File: config.mk
export PLATFORM = sky130hd
export DESIGN_NAME = fir_mac_sequencer
export DESIGN_NICKNAME = d
export VERILOG_FILES = /design/src/rtl/fir_mac_sequencer_pkg.sv /design/src/rtl/fir_tap_bank.sv /design/src/rtl/fir_mac_sequencer.sv
export SDC_FILE = /design/constraint.sdc
export NUM_CORES = 1
export LEC_CHECK = 0
export ABC_AREA = 1
export BUFFER_PORTS_ARGS = -buffer_cell sky130_fd_sc_hd__buf_2
export CELL_PAD_IN_SITES_DETAIL_PLACEMENT = 1
export CELL_PAD_IN_SITES_GLOBAL_PLACEMENT = 1
export CORE_ASPECT_RATIO = 1.2
export CORE_UTILIZATION = 48
export DETAILED_ROUTE_END_ITERATION = 10
export PLACE_DENSITY = 0.83
export SLEW_MARGIN = 20
export SYNTH_ARGS = -nofsm -noshare
export SYNTH_HDL_FRONTEND = slang
export SYNTH_SLANG_ARGS = --single-unit
File: constraint.sdc
create_clock -name clk -period 4.8 [get_ports clk]
set_input_delay 0.24 -clock clk [delete_from_list [all_inputs] [get_ports clk]]
set_output_delay 0.24 -clock clk [all_outputs]
set_load 0.03 [all_outputs]
File: src/rtl/fir_mac_sequencer_pkg.sv
// Shared FIR sequencer definitions: default widths and the sequencer FSM state type.
package fir_mac_sequencer_pkg;

  localparam int unsigned FIR_N    = 16;
  localparam int unsigned FIR_TAPS = 8;

  typedef enum logic [2:0] {
    ST_IDLE,
    ST_LOAD,
    ST_RUN,
    ST_NEXT,
    ST_OUT
  } fir_state_e;

endpackage

File: src/rtl/fir_tap_bank.sv
// Coefficient registers and sample delay line, with read muxes addressed by the tap index.
module fir_tap_bank
  import fir_mac_sequencer_pkg::*;
#(
  parameter int unsigned N    = FIR_N,
  parameter int unsigned TAPS = FIR_TAPS
) (
  input  logic                    clk,
  input  logic                    rstn,
  input  logic                    we,
  input  logic [$clog2(TAPS)-1:0] waddr,
  input  logic [N-1:0]            wdata,
  input  logic                    shift_en,
  input  logic [N-1:0]            shift_data,
  input  logic [$clog2(TAPS)-1:0] rd_addr,
  output logic [N-1:0]            c_rd,
  output logic [N-1:0]            x_rd
);

  logic [N-1:0] coef_q [TAPS];
  logic [N-1:0] coef_d [TAPS];
  logic [N-1:0] x_q    [TAPS];
  logic [N-1:0] x_d    [TAPS];

  always_comb begin
    coef_d = coef_q;
    x_d    = x_q;
    if (we) begin
      coef_d[waddr] = wdata;
    end
    if (shift_en) begin
      for (int unsigned i = TAPS - 1; i > 0; i--) begin
        x_d[i] = x_q[i-1];
      end
      x_d[0] = shift_data;
    end
  end

  always_ff @(posedge clk or negedge rstn) begin
    if (!rstn) begin
      coef_q <= '{default: '0};
      x_q    <= '{default: '0};
    end else begin
      coef_q <= coef_d;
      x_q    <= x_d;
    end
  end

  assign c_rd = coef_q[rd_addr];
  assign x_rd = x_q[rd_addr];

endmodule

File: src/rtl/fir_mac_sequencer.sv
// FIR MAC sequencer: feeds one coefficient/sample pair per tap to a shift-add multiplier and
// accumulates the products. Define FIR_SAT_EN to saturate out_data on accumulator overflow.
module fir_mac_sequencer
  import fir_mac_sequencer_pkg::*;
#(
  parameter int unsigned N    = FIR_N,
  parameter int unsigned TAPS = FIR_TAPS
) (
  input  logic                    clk,
  input  logic                    rstn,
  input  logic                    in_valid,
  output logic                    in_ready,
  input  logic [N-1:0]            in_data,
  input  logic                    coef_we,
  input  logic [$clog2(TAPS)-1:0] coef_addr,
  input  logic [N-1:0]            coef_wdata,
  output logic                    mul_lm,
  output logic                    mul_lq,
  output logic                    mul_s,
  output logic [N-1:0]            mul_datam,
  output logic [N-1:0]            mul_dataq,
  input  logic [2*N-1:0]          mul_p,
  input  logic                    mul_done,
  output logic                    out_valid,
  input  logic                    out_ready,
  output logic [2*N-1:0]          out_data,
  output logic                    out_ovf
);

  localparam int unsigned AW    = $clog2(TAPS);
  localparam int unsigned ACC_W = 2 * N + AW;

  fir_state_e       state_q, state_d;
  logic [AW-1:0]    k_q, k_d;
  logic [ACC_W-1:0] acc_q, acc_d;
  logic             in_ready_q, in_ready_d;
  logic             out_valid_q, out_valid_d;
  logic [2*N-1:0]   out_data_q, out_data_d;
  logic             out_ovf_q, out_ovf_d;
  logic             mul_lm_q, mul_lm_d;
  logic             mul_lq_q, mul_lq_d;
  logic             mul_s_q, mul_s_d;
  logic             accept;
  logic             acc_ovf;
  logic [N-1:0]     c_rd, x_rd;

  // in_ready_q is high exactly in IDLE, so it gates both sample accept and coefficient writes.
  assign accept  = in_valid & in_ready_q;
  assign acc_ovf = |acc_q[ACC_W-1:2*N];

  fir_tap_bank #(
    .N   (N),
    .TAPS(TAPS)
  ) u_tap_bank (
    .clk       (clk),
    .rstn      (rstn),
    .we        (coef_we & in_ready_q),
    .waddr     (coef_addr),
    .wdata     (coef_wdata),
    .shift_en  (accept),
    .shift_data(in_data),
    .rd_addr   (k_q),
    .c_rd      (c_rd),
    .x_rd      (x_rd)
  );

  // Strobes are registered, so each is set on the transition into the state that owns it.
  always_comb begin
    state_d     = state_q;
    k_d         = k_q;
    acc_d       = acc_q;
    in_ready_d  = in_ready_q;
    out_valid_d = out_valid_q;
    out_data_d  = out_data_q;
    out_ovf_d   = out_ovf_q;
    mul_lm_d    = 1'b0;
    mul_lq_d    = 1'b0;
    mul_s_d     = 1'b0;
    case (state_q)
      ST_IDLE: begin
        if (accept) begin
          acc_d      = '0;
          k_d        = '0;
          in_ready_d = 1'b0;
          mul_lm_d   = 1'b1;
          mul_lq_d   = 1'b1;
          state_d    = ST_LOAD;
        end
      end
      ST_LOAD: begin
        mul_s_d = 1'b1;
        state_d = ST_RUN;
      end
      ST_RUN: begin
        mul_s_d = 1'b1;
        if (mul_done) begin
          acc_d   = acc_q + ACC_W'(mul_p);
          mul_s_d = 1'b0;
          state_d = ST_NEXT;
        end
      end
      ST_NEXT: begin
        if (k_q == AW'(TAPS - 1)) begin
          out_valid_d = 1'b1;
          out_ovf_d   = acc_ovf;
`ifdef FIR_SAT_EN
          out_data_d  = acc_ovf ? '1 : acc_q[2*N-1:0];
`else
          out_data_d  = acc_q[2*N-1:0];
`endif
          state_d     = ST_OUT;
        end else begin
          k_d      = k_q + 1'b1;
          mul_lm_d = 1'b1;
          mul_lq_d = 1'b1;
          state_d  = ST_LOAD;
        end
      end
      ST_OUT: begin
        if (out_ready) begin
          out_valid_d = 1'b0;
          in_ready_d  = 1'b1;
          state_d     = ST_IDLE;
        end
      end
      default: begin
        out_valid_d = 1'b0;
        in_ready_d  = 1'b1;
        state_d     = ST_IDLE;
      end
    endcase
  end

  always_ff @(posedge clk or negedge rstn) begin
    if (!rstn) begin
      state_q     <= ST_IDLE;
      k_q         <= '0;
      acc_q       <= '0;
      in_ready_q  <= 1'b1;
      out_valid_q <= 1'b0;
      out_data_q  <= '0;
      out_ovf_q   <= 1'b0;
      mul_lm_q    <= 1'b0;
      mul_lq_q    <= 1'b0;
      mul_s_q     <= 1'b0;
    end else begin
      state_q     <= state_d;
      k_q         <= k_d;
      acc_q       <= acc_d;
      in_ready_q  <= in_ready_d;
      out_valid_q <= out_valid_d;
      out_data_q  <= out_data_d;
      out_ovf_q   <= out_ovf_d;
      mul_lm_q    <= mul_lm_d;
      mul_lq_q    <= mul_lq_d;
      mul_s_q     <= mul_s_d;
    end
  end

  assign in_ready  = in_ready_q;
  assign out_valid = out_valid_q;
  assign out_data  = out_data_q;
  assign out_ovf   = out_ovf_q;
  assign mul_lm    = mul_lm_q;
  assign mul_lq    = mul_lq_q;
  assign mul_s     = mul_s_q;
  assign mul_datam = c_rd;
  assign mul_dataq = x_rd;

endmodule

==> results of run 1 <==
## worst register-to-register path: cells and delay by family, from the launching register on
family | cells | cell delay (ns)
buf+inv | 4 | 0.77
flops | 1 | 0.38
simple gates | 5 | 1.43
compound gates | 1 | 0.08
## layer usage
layer	vias to the layer above	track usage [%]	share of wire [%]
met1	7487	36.9	42
met4	2	12.8	4.1
met5	-	0	0.024
met3	128	4.33	3.5
met2	286	50.9	50
li1	7068	-	-
## logic make-up (layout without fill, tap and decap cells)
group / after synthesis / after routing / synth area share [%]
other: 0 / 1 / 0
multiplexers: 32 / 32 / 2.16
buffers and inverters: 297 / 428 / 7.15
AO/OA/AOI/OAI: 581 / 581 / 18.3
flip-flops: 334 / 334 / 50.1
adder cells (fa/ha/maj): 35 / 35 / 2.67
XOR/XNOR: 3 / 3 / 0.158
AND/OR/NAND/NOR: 823 / 823 / 19.4
## cells in the mapped netlist, drive strengths merged (2+ instances only)
| master | instances | area (um^2) |
|---|---|---|
| o21bai | 6 | 45.0 |
| buf | 25 | 161 |
| a31oi | 32 | 200 |
| nor3 | 5 | 25.0 |
| mux2 | 32 | 360 |
| o22ai | 22 | 138 |
| or2 | 4 | 25.0 |
| ha | 34 | 425 |
| nand3b | 3 | 22.5 |
| clkbuf | 84 | 315 |
| nand2 | 516 | 1950 |
| nand4 | 5 | 31.3 |
| nor2 | 252 | 980 |
| inv | 188 | 716 |
| dfrtp | 333 | 8330 |
| a21boi | 2 | 15.0 |
| xnor2 | 2 | 17.5 |
| o21ai | 379 | 1950 |
| nand3 | 35 | 175 |
| a21oi | 138 | 691 |
## layout by cell type (no fill, tap or decap), types with 2 or more instances in the layout
cell             n
o22ai_1         22
buf_12           2
a21oi_1        138
nor2_1         248
o21ai_1          8
dfrtp_1        331
nand2_4          2
nand2_1        507
a31oi_1         32
clkinv_8         2
inv_1          181
nand2_2          7
ha_1            34
a21boi_0         2
dlygate4sd3_1   18
nor3_1           5
buf_4           10
nor2_4           2
mux2_2          32
buf_2          141
clkbuf_8         4
xnor2_1          2
clkinv_2         3
clkbuf_16       39
inv_2            4
nand3_1         35
nand3b_1         3
clkbuf_1        15
o21ai_2         15
o21bai_1         6
bufinv_16        4
inv_8            2
or2_2            4
nand4_1          5
o21ai_0        356
## area by class of cell
type / count / area [um^2] / area share, %
well taps: 456 / 571 / 2.99
multi-input cells: 1474 / 7140 / 37.4
repair buffers: 172 / 1020 / 5.32
flip-flops and latches: 334 / 8360 / 43.8
clock buffers: 58 / 1090 / 5.70
inverters: 188 / 717 / 3.76
diodes: 1 / 2.50 / 0.0131
clock inverters: 10 / 181 / 0.951
## through the flow
| step | setup slack [ns] | std cells | power [mW] | hold slack (ns) | instance area, um^2 |
|---|---|---|---|---|---|
| 3_3_place_gp | 1.80 | 2606 | 10.4 | 0.347 | 17600 |
| 6_report | 1.12 | 2693 | 13.8 | 0.0529 | 19100 |
| 3_5_place_dp | 1.76 | 2606 | 10.7 | 0.363 | 17600 |
| 4_1_cts | 1.12 | 2692 | 13.8 | 0.0304 | 19100 |
| 2_1_floorplan | 2.77 | 2105 | 8.84 | -0.0556 | 16700 |
| 5_1_grt | 0.934 | 2692 | 14.8 | 0.0615 | 19100 |
## timing repair
item                                    CTS  global route
setup buffers                             0             0
hold endpoints to repair                124             0
endpoints found under the setup margin    0             0
hold buffers                             18             0
## final timing paths
kind	to	slack (ns)
max	mul_dataq[8]	1.12
min	state_q[2]	0.05
max reg2reg	acc_q[23]	2.00
min reg2reg	out_data[23]	0.47
max in group asynchronous	acc_q[27]	3.32
min in group asynchronous	u_tap_bank.x_q[43]	0.33
## flip-flops by register name, indices dropped and copies added (netlist names)
register / cells
in_ready: 1
out_ovf: 1
out_data: 32
u_tap_bank.x_q: 128
mul_lq: 1
mul_s: 1
u_tap_bank.coef_q: 128
state_q: 3
out_valid: 1
acc_q: 35
k_q: 3
## report_power, final
group / switching [mW] / total [mW] / internal [mW]
combinational: 4.19 / 6.03 / 1.84
sequential: 0.791 / 4.80 / 4.01
clock: 1.22 / 3.01 / 1.79
total: 6.20 / 13.8 / 7.64
==> results.cfg, run 1 <==
[status]
outcome = finished clean

[cts]
clock_latency_ns = 0.56
cts_resized = 0
cts_buffers = 38
clock-root-buffer = clkbuf_16
cts.path.max_buffers = 3
cts_max_level = 2
clkSlewWorstSetupHoldPaths_ns = 0.06
cts_tree = built
cts.sinks = 334

[flow_run]
maxCapViolCount = 0

[floorplan]
die_x_um = 172
core_area_um2 = 34200
ios = 143
die_h_um = 206
initial_core_util_pct = 48.8
dieArea_um2 = 35500
rows = 74

[layout]
nFillCells = 4245
area_growth_pct = 14.5
final_nets = 2316
drive_above_1_share_pct = 12.6
fin_util_pct = 55.8

[place]
io_buffer_count = 142
gp_congestion = 0.917
dp_hpwl_um = 32600

[setup_path]
cpPeakStageDelay_ns = 0.81
r2r_start = state_q[2]
crit_family = buffers and inverters
cp.depth = 8
critPathSlowestCell = dfrtp_4
cp-start-kind = flip-flop
crit_arrival_ns = 3.44
critPathRequiredTime_ns = 4.56
end_kind = primary output
cp_max_fo = 55
path_cells = clkinv_2 > buf_4 > a21oi_1 > o21ai_0 > nand2_1 > nor2_1 > a31oi_1 > buf_2
crit_buf_inv = 3
worstSetupPathType = reg -> out
crit_start = k_q[0]
reg2reg_depth = 10

[sta]
worstMarginPinSlew_ns = 0.960
tns_ns = 0
setup_violations = 0
drv_slew = 0
hold_violations = 0
final.setup_skew_ns = 0.0293
rsz0062_at_grt = no
relSlewSlack_pct = 35.9
final.min_clock_period_ns = 3.68
fmax_ghz = 0.272
finalCritPeriodShare_pct = 76.7

[routing]
vias = 15000
routed_wirelength_um = 50900
firstDrtPassIters = 5
drc = 0
wl_per_cell_um = 18.9
drtAntennaViolNets = 0
via_per_inst = 5.56
drtIter0Drc = 841

[synthesis]
synth_cells = 2105
postSynthAreaPerCell_um2 = 7.92
synth-main-ff-cell = dfrtp_1
syn_area_um2 = 16700
ys_seq_elements = 334
yosysWarningCount = 0
synthArstFlopShare_pct = 100
synth_nets = 2213
synth_edf_count = 0
seq_area_frac_synth_pct = 50.1
synth.distinct_cells = 43

[global_route]
grt_max_degree = 124
grt_pass1_wl_um = 82100
grt_util_all_layers_pct = 29.6
grt_pass1_vias = 15600
grt_remaining_overflow = 0
antenna_found_initial = 2

[power_and_ir_drop]
power.density_nw_per_um2 = 726
p_leak_nw = 9.54
vdd_ir_drop_max_mv = 0.389

[hold_path]
worstHoldPathCells = 3
hold_start = out_ready
hold_class = in -> reg
Power figures use the tool's default switching activity.
==> run 2: changes to the inputs <==
--- a/config.mk
+++ b/config.mk
@@ -10,9 +10,9 @@
 export CELL_PAD_IN_SITES_DETAIL_PLACEMENT = 1
 export CELL_PAD_IN_SITES_GLOBAL_PLACEMENT = 1
 export CORE_ASPECT_RATIO = 1.2
-export CORE_UTILIZATION = 48
+export CORE_UTILIZATION = 41
 export DETAILED_ROUTE_END_ITERATION = 10
-export PLACE_DENSITY = 0.83
+export PLACE_DENSITY = 0.75
 export SLEW_MARGIN = 20
 export SYNTH_ARGS = -nofsm -noshare
 export SYNTH_HDL_FRONTEND = slang
==> constraint.sdc (replaced) <==
create_clock -name clk -period 3 [get_ports clk]
set_input_delay 0.15 -clock clk [delete_from_list [all_inputs] [get_ports clk]]
set_output_delay 0.15 -clock clk [all_outputs]
set_load 0.03 [all_outputs]
==> run 2 against run 1 <==
Against the previous run: register-to-register slack got worse by 1.6 ns; first-iteration DRC count fell by 5.2%; die area up 17%; worst hold slack worse by 0.046 ns; critical path depth decreased by 1.
==> results.cfg, run 2 (synthesis gave the netlist of run 1 again) <==
[routing]
drtAntennaViolNets = 0
wl_per_cell_um = 17.9
routed_wirelength_um = 50000
via_per_inst = 5.29
vias = 14800
drc = 0
firstDrtPassIters = 5
drtIter0Drc = 797

[cts]
cts_resized = 0
cts_buffers = 37
cts_tree = built
cts_setup_buffers = 0
cts.sinks = 334
cts.hold.buffers_added = 26
clock_latency_ns = 0.54
cts_max_level = 2
clkSlewWorstSetupHoldPaths_ns = 0.06
cts.path.max_buffers = 3
clock-root-buffer = clkbuf_16

[layout]
final_common_cell = nand2_1
nFillCells = 4860
final_nets = 2340
fin_area_um2 = 19400
layout_common_cells = 513 x nand2_1, 356 x o21ai_0, 331 x dfrtp_1, 248 x nor2_1, 181 x inv_1
fin_util_pct = 48.5
drive_above_1_share_pct = 13.0
area_growth_pct = 16.2
top_regs = u_tap_bank.coef_q: 128 flops, u_tap_bank.x_q: 128 flops, acc_q: 35 flops

[sta]
rsz0062_at_grt = no
setup_violations = 0
tns_ns = 0
hold_violations = 0
final.min_clock_period_ns = 2.77
finalCritPeriodShare_pct = 92.3
relSlewSlack_pct = 40.0
final.setup_skew_ns = 0.0125
drv_slew = 0
setup_slack_ns = 0.231
fmax_ghz = 0.361
worstMarginPinSlew_ns = 0.900

[power_and_ir_drop]
vdd_ir_drop_max_mv = 0.632
netSwitchingFraction_pct = 44.2
pwr-share-comb_pct = 44.7
p_leak_nw = 9.65
switchingPower_mw = 9.62
seqPwrFrac_pct = 34.7
power.density_nw_per_um2 = 1120
cell_internal_pwr_mw = 12.1
p_clk_share_pct = 20.5

[place]
place_ws_ns = 0.518
dp_hpwl_um = 33000
io_buffer_count = 142
placed_cell_area_um2 = 17900
gp_congestion = 0.937

[floorplan]
ios = 143
core_area_um2 = 39900
rows = 80
dieArea_um2 = 41500
die_h_um = 223
initial_core_util_pct = 41.7
die_x_um = 186

[setup_path]
critPathSlowestCell = dfrtp_4
critPathRequiredTime_ns = 2.85
cp-start-kind = flip-flop
crit_arrival_ns = 2.62
cp_max_fo = 64
worstSetupPathType = reg -> out
end_kind = primary output
cpPeakStageDelay_ns = 0.64
path_cells = clkinv_2 > buf_12 > o21ai_0 > o22ai_1 > nor2_1 > a31oi_1 > buf_2

[global_route]
antenna_found_initial = 1
grt_max_degree = 226
grt_util_all_layers_pct = 25.0
grt_pass1_wl_um = 82100
grt_pass1_vias = 15900
grt_remaining_overflow = 0

[flow_run]
maxCapViolCount = 0

[hold_path]
hold_class = in -> reg

[status]
outcome = finished clean
[run 2: area by class of cell]
type                       count  area (um^2)  share of cell area [%]
multi-input combinational   1474         7130                    36.8
clock inverter                 9         76.3                   0.394
timing repair buffer         197         1320                    6.83
inverter                     188          717                    3.70
sequential                   334         8360                    43.2
antenna                        1         2.50                  0.0129
tap                          533          667                    3.44
clock buffer                  56         1100                    5.68
[run 2: worst paths after layout]
check	to	cells past startpoint	slack, ns	start
worst min-delay path	u_tap_bank.coef_q[44]	3	0.007	coef_wdata[12]
worst max register to register	acc_q[16]	11	0.45	acc_q[0]
worst max-delay path	mul_datam[14]	7	0.23	k_q[0]
max in group asynchronous	acc_q[19]	3	1.91	rstn
min in group asynchronous	out_data[5]	2	0.19	rstn
worst min register to register	out_data[30]	2	0.47	out_data[30]
[run 2: worst max-delay path: cells and delay by family (launching register included)]
kind                   cells  cell delay, ns
AND/OR/NAND/NOR            1            0.06
buffers and inverters      3            0.71
AO/OA/AOI/OAI              3            0.67
flip-flops                 1            0.64
[run 2: power by group through the flow]
stage	combinational [mW]	sequential, mW	clock, mW
6_report	9.73	7.55	4.47
5_1_grt	10.9	7.80	4.73
4_1_cts	9.81	7.55	4.60
3_5_place_dp	9.71	7.61	0
3_3_place_gp	9.39	7.51	0
2_1_floorplan	6.49	7.65	0
[run 2: metrics by stage]
stage	hold WS [ns]	instances	total power, mW
after floorplan	-0.146	2105	14.1
after global placement	0.188	2700	16.9
after detailed placement	0.194	2700	17.3
after CTS	0.00495	2791	22.0
after global routing	0.0427	2791	23.4
final	0.00671	2792	21.8
[run 2: per-layer routing]
layer	wire length, um	up-vias	track usage, %
li1	-	7101	-
met1	21800	7335	31.8
met2	25000	245	43.2
met3	1590	90	3.26
met4	1640	2	9.23
met5	14	-	0
